[src/rtl/cv32e40x_alu_b_bitenum.sv]
// Iterative set-bit enumerator: streams the index of each set bit, LSB first.
// Optional delivered-count register enabled by CV32E40X_BITENUM_COUNT_EN.
module cv32e40x_alu_b_bitenum (
    input  logic        clk,
    input  logic        rst,
    input  logic        start_i,
    input  logic [31:0] operand_i,
    input  logic        abort_i,
    output logic        busy_o,
    output logic        idx_valid_o,
    input  logic        idx_ready_i,
    output logic [4:0]  idx_o,
    output logic        last_o,
    output logic        done_o,
    output logic [5:0]  count_o
);

    typedef enum logic {
        IDLE,
        RUN
    } state_t;

    state_t      state_q, state_d;
    logic [31:0] mask_q, mask_d;
    logic        done_q, done_d;
    logic        cnt_clr, cnt_inc;
    logic        run;
    logic        hs;
    logic        one_hot;
    logic [4:0]  enc;
    logic [31:0] mask_dec;

    assign run      = (state_q == RUN);
    assign hs       = run & idx_ready_i;
    assign mask_dec = mask_q & (mask_q - 32'd1);
    assign one_hot  = (mask_q != 32'd0) && (mask_dec == 32'd0);

    always_comb begin
        enc = 5'd0;
        for (int i = 31; i >= 0; i--) begin
            if (mask_q[i]) enc = 5'(i);
        end
    end

    // Index outputs are gated so an aborted mask never leaks out in IDLE.
    assign busy_o      = run;
    assign idx_valid_o = run;
    assign idx_o       = run ? enc : 5'd0;
    assign last_o      = run & one_hot;
    assign done_o      = done_q;

    always_comb begin
        state_d = state_q;
        mask_d  = mask_q;
        done_d  = 1'b0;
        cnt_clr = 1'b0;
        cnt_inc = 1'b0;
        unique case (state_q)
            IDLE: begin
                if (start_i) begin
                    mask_d  = operand_i;
                    cnt_clr = 1'b1;
                    if (operand_i != 32'd0) state_d = RUN;
                    else                    done_d  = 1'b1;
                end
            end
            RUN: begin
                if (abort_i) begin
                    state_d = IDLE;
                    mask_d  = 32'd0;
                end else if (hs) begin
                    mask_d  = mask_dec;
                    cnt_inc = 1'b1;
                    if (one_hot) begin
                        state_d = IDLE;
                        done_d  = 1'b1;
                    end
                end
            end
            default: state_d = IDLE;
        endcase
    end

    always_ff @(posedge clk) begin
        if (rst) begin
            state_q <= IDLE;
            mask_q  <= 32'd0;
            done_q  <= 1'b0;
        end else begin
            state_q <= state_d;
            mask_q  <= mask_d;
            done_q  <= done_d;
        end
    end

`ifdef CV32E40X_BITENUM_COUNT_EN
    logic [5:0] cnt_q;

    always_ff @(posedge clk) begin
        if (rst)          cnt_q <= 6'd0;
        else if (cnt_clr) cnt_q <= 6'd0;
        else if (cnt_inc) cnt_q <= cnt_q + 6'd1;
    end

    assign count_o = cnt_q;
`else
    logic unused_cnt;
    assign unused_cnt = cnt_clr ^ cnt_inc;
    assign count_o    = 6'h0;
`endif

endmodule

[config.mk]
export PLATFORM = sky130hd
export DESIGN_NAME = cv32e40x_alu_b_bitenum
export DESIGN_NICKNAME = d
export VERILOG_FILES = /design/src/rtl/cv32e40x_alu_b_bitenum.sv
export SDC_FILE = /design/constraint.sdc
export NUM_CORES = 1
export LEC_CHECK = 0
export ABC_AREA = 1
export CELL_PAD_IN_SITES_DETAIL_PLACEMENT = 1
export CELL_PAD_IN_SITES_GLOBAL_PLACEMENT = 1
export CORE_AREA = 2 2 89 91
export CTS_CLUSTER_SIZE = 25
export DETAILED_ROUTE_END_ITERATION = 10
export DIE_AREA = 0 0 91 93
export PLACE_DENSITY_LB_ADDON = 0.1
export SYNTH_ARGS = -nofsm -noshare
export SYNTH_HDL_FRONTEND = slang
export SYNTH_SLANG_ARGS = --single-unit
export TNS_END_PERCENT = 1
[constraint.sdc]
create_clock -name clk -period 5.31 [get_ports clk]
set_input_delay 1.062 -clock clk [delete_from_list [all_inputs] [get_ports clk]]
set_output_delay 1.062 -clock clk [all_outputs]
set_load 0.01 [all_outputs]
==> impl_results.md <==
- Internal Power: about 480 uW
- Core area: roughly 7500 sq um
- DRT antenna net count: 0
- Gp weighted congestion: 0.8306
- CP cell instances: nor2_1, nand2_1, nor2_1, inv_2, nor2_4, inv_2, nor2_1, inv_2, nand2_1, inv_1, nor4_1, nand4_1, nor3_2, nor3b_2, clkdlybuf4s50_1
- Slew @ Worst Pin: 695.1 ps
- CP top delay family: simple AND/OR/NAND/NOR gates
- Final period util: 78.59%
- Maximum VDD drop: roughly 78 uV
- Via/cell ratio: 5.100
- Routed wire length: around 8200 um
- CTS H-tree depth: 2
- Syn-to-layout area delta: 25.30%
- Biggest cell delay along the critical path: ~560 ps
- Reg clk slew, reported paths: 70 ps
- Vias in the first global route: approximately 2900
- Buf/Inv on CP: 5
- Synth unique cells: 27
- Sw power: approximately 280 uW
- First-pass detailed-route iteration total: 4
- Die H: 93 um
- Most frequent cells in the layout: 94 x nand2_1, 51 x inv_1, 45 x clkdlybuf4s50_1
- Crit path DAT: around 3100 ps
- FF/Latch Area: 680.7 sq um
- EDFF count, synth: 0
- Root Buffer: clkbuf_8
- RSZ-0062 raised after global routing: no
- Ys flop type: dfxtp_1
- Worst Path Required: 4250 ps
- Layout net count: between 400 and 500
- Slew Limit Fails: 0
- Fmax achieved: about 240 MHz
- Clock buffer depth: 2
- Status: complete, no violations
- DR WL/cell: 15.37 um
- Clock share of power: 25.6%
- # rows: 32
- Most common cell after layout, fill and taps aside: nand2_1
- Combined area of the multi-input logic cells: 1439 sq um
- Gr usage total: 20.22%
- Post-synthesis sequential element count: 34
- TritonCTS Buffers: 5
- Cells after synthesis: roughly 400
- Kind of critical path: flip-flop to output pin
- CTS tree: built
- Number of remaining DRC errors: 0
- # setup viols final: 0
- Relative slew slack: 53.48%
- Switching Fraction: 37.22%
- Setup TNS: 0 ps
- PwrDens: 251.5 nW/um^2
- Port Buffers: 45
- Die area: about 8500 sq um
- Fin. Hold Viols: 0
- CP startpoint kind: flip-flop
- Syn avg cell area: approximately 6.2 sq um
- Post-DP HPWL: 6361 um
- Post-synthesis cell area: 2429 sq um
- # IOs: 52
- Largest net degree at the start of global routing: 34
- Worst Path Max Fanout: 5
- Ant diodes: 0
- Slowest CP cell: clkdlybuf4s50_1
- Sequential share of power: 40.0%
- Total number of vias: between 2000 and 3000
- Register area share after synthesis: 28.03%
- Max Cap Violations: 0
- # clock sinks: 34
- Gate power share: between 30% and 40%
- Initial Utilization: 32.26%
- Hold buffer count at cts: 0
- Worst min-delay path class: flip-flop to flip-flop
- Antenna violations before repair: 0
- P_leak: 1.253 nW
- Skew final: 4.222 ps
- Async SR Flop Fraction: 0%
- Die width: just over 90 um
- Synth Warn #: 0
- Share of cells above drive strength 1: 8.858%
- Clk_lat worst skew: roughly 280 ps
- Post-CTS Setup Bufs: 0
- DRT iter0 DRCs: between 80 and 90
- CP endpoint kind: output pin
- Fin crit period: 4173 ps
- Cts repair resizes: 0
- Total congestion overflow: 0
- First-pass GRT wire length: around 14000 um
- Pwr Total: 765.4 uW
- Fillers: 1025
[through the flow]
step           area (sq um)  hold WS [ps]  cells  setup slack, ps  utilization, %
4_1_cts                3043         510.9    531             1043           40.43
2_1_floorplan          2447         468.0    396             2299               -
5_1_grt                3043         540.9    531            795.9           40.43
6_report               3043         515.2    531             1137           40.43
3_3_place_gp           2960         491.3    525             1326           39.33
3_5_place_dp           2960         499.8    525             1352           39.33
[worst paths after layout]
| check | from | end | slack [ps] | cells after the start |
|---|---|---|---|---|
| worst max-delay path | mask_q[13] | last_o | 1140 | 15 |
| worst min-delay path | mask_q[0] | mask_q[0] | 520 | 2 |
| worst max register to register | busy_o | mask_q[13] | 2100 | 8 |
| worst min register to register | mask_q[0] | mask_q[0] | 520 | 2 |
[state kept, by name (all words and copies together) (netlist names)]
name	cells
mask_q	32
busy_o	1
done_o	1
[routing by layer]
layer,part of all wire [%],track usage [%],routed length (um)
met1,47,25.24,3833
met2,49,36.98,4020
met3,2.9,2.256,236
met4,0.83,5.303,68
met5,0,0,0
[worst min-delay path, delay by kind of cell (launching register included)]
family / cells / cell delay [ps]
and+or+nand+nor: 1 / 70
AOI/OAI and AO/OA: 1 / 60
DFF: 1 / 340
[cells by family after synthesis]
logic type | after synthesis | share of synthesized area [%]
AND/OR/NAND/NOR | 182 | 33.95
flip-flops | 34 | 28.03
AO/OA/AOI/OAI | 90 | 23.80
other | 1 | 0.1544
buffers and inverters | 84 | 14.06
[area by class of cell]
cell class	instances	share of cell area, %
inverter	62	7.648
multi-input combinational	278	47.29
clock buffer	6	2.714
tap	102	4.194
timing repair buffer	49	15.79
sequential	34	22.37
[cell usage after synthesis (5+ instances only)]
master | count | area share, %
nand2_2 | 5 | 1.3
nand2_1 | 94 | 15
a221oi_1 | 28 | 10
nor3_1 | 6 | 1.2
nor2_1 | 38 | 5.9
dfxtp_1 | 34 | 28
nand3_1 | 13 | 2.7
o21ai_0 | 8 | 1.6
inv_2 | 10 | 1.5
inv_1 | 51 | 7.9
buf_4 | 7 | 2.2
a21oi_1 | 42 | 8.7
nor2_4 | 6 | 2.8
nor4_1 | 12 | 3.1
clkbuf_1 | 15 | 2.3
[power by group through the flow]
stage	Clock, mW	Combinational, mW	Sequential [mW]
3_5_place_dp	0	0.265	0.312
5_1_grt	0.213	0.300	0.310
4_1_cts	0.203	0.266	0.306
6_report	0.196	0.263	0.306
3_3_place_gp	0	0.260	0.311
2_1_floorplan	0	0.181	0.304
(Power assumes the default switching activity.)
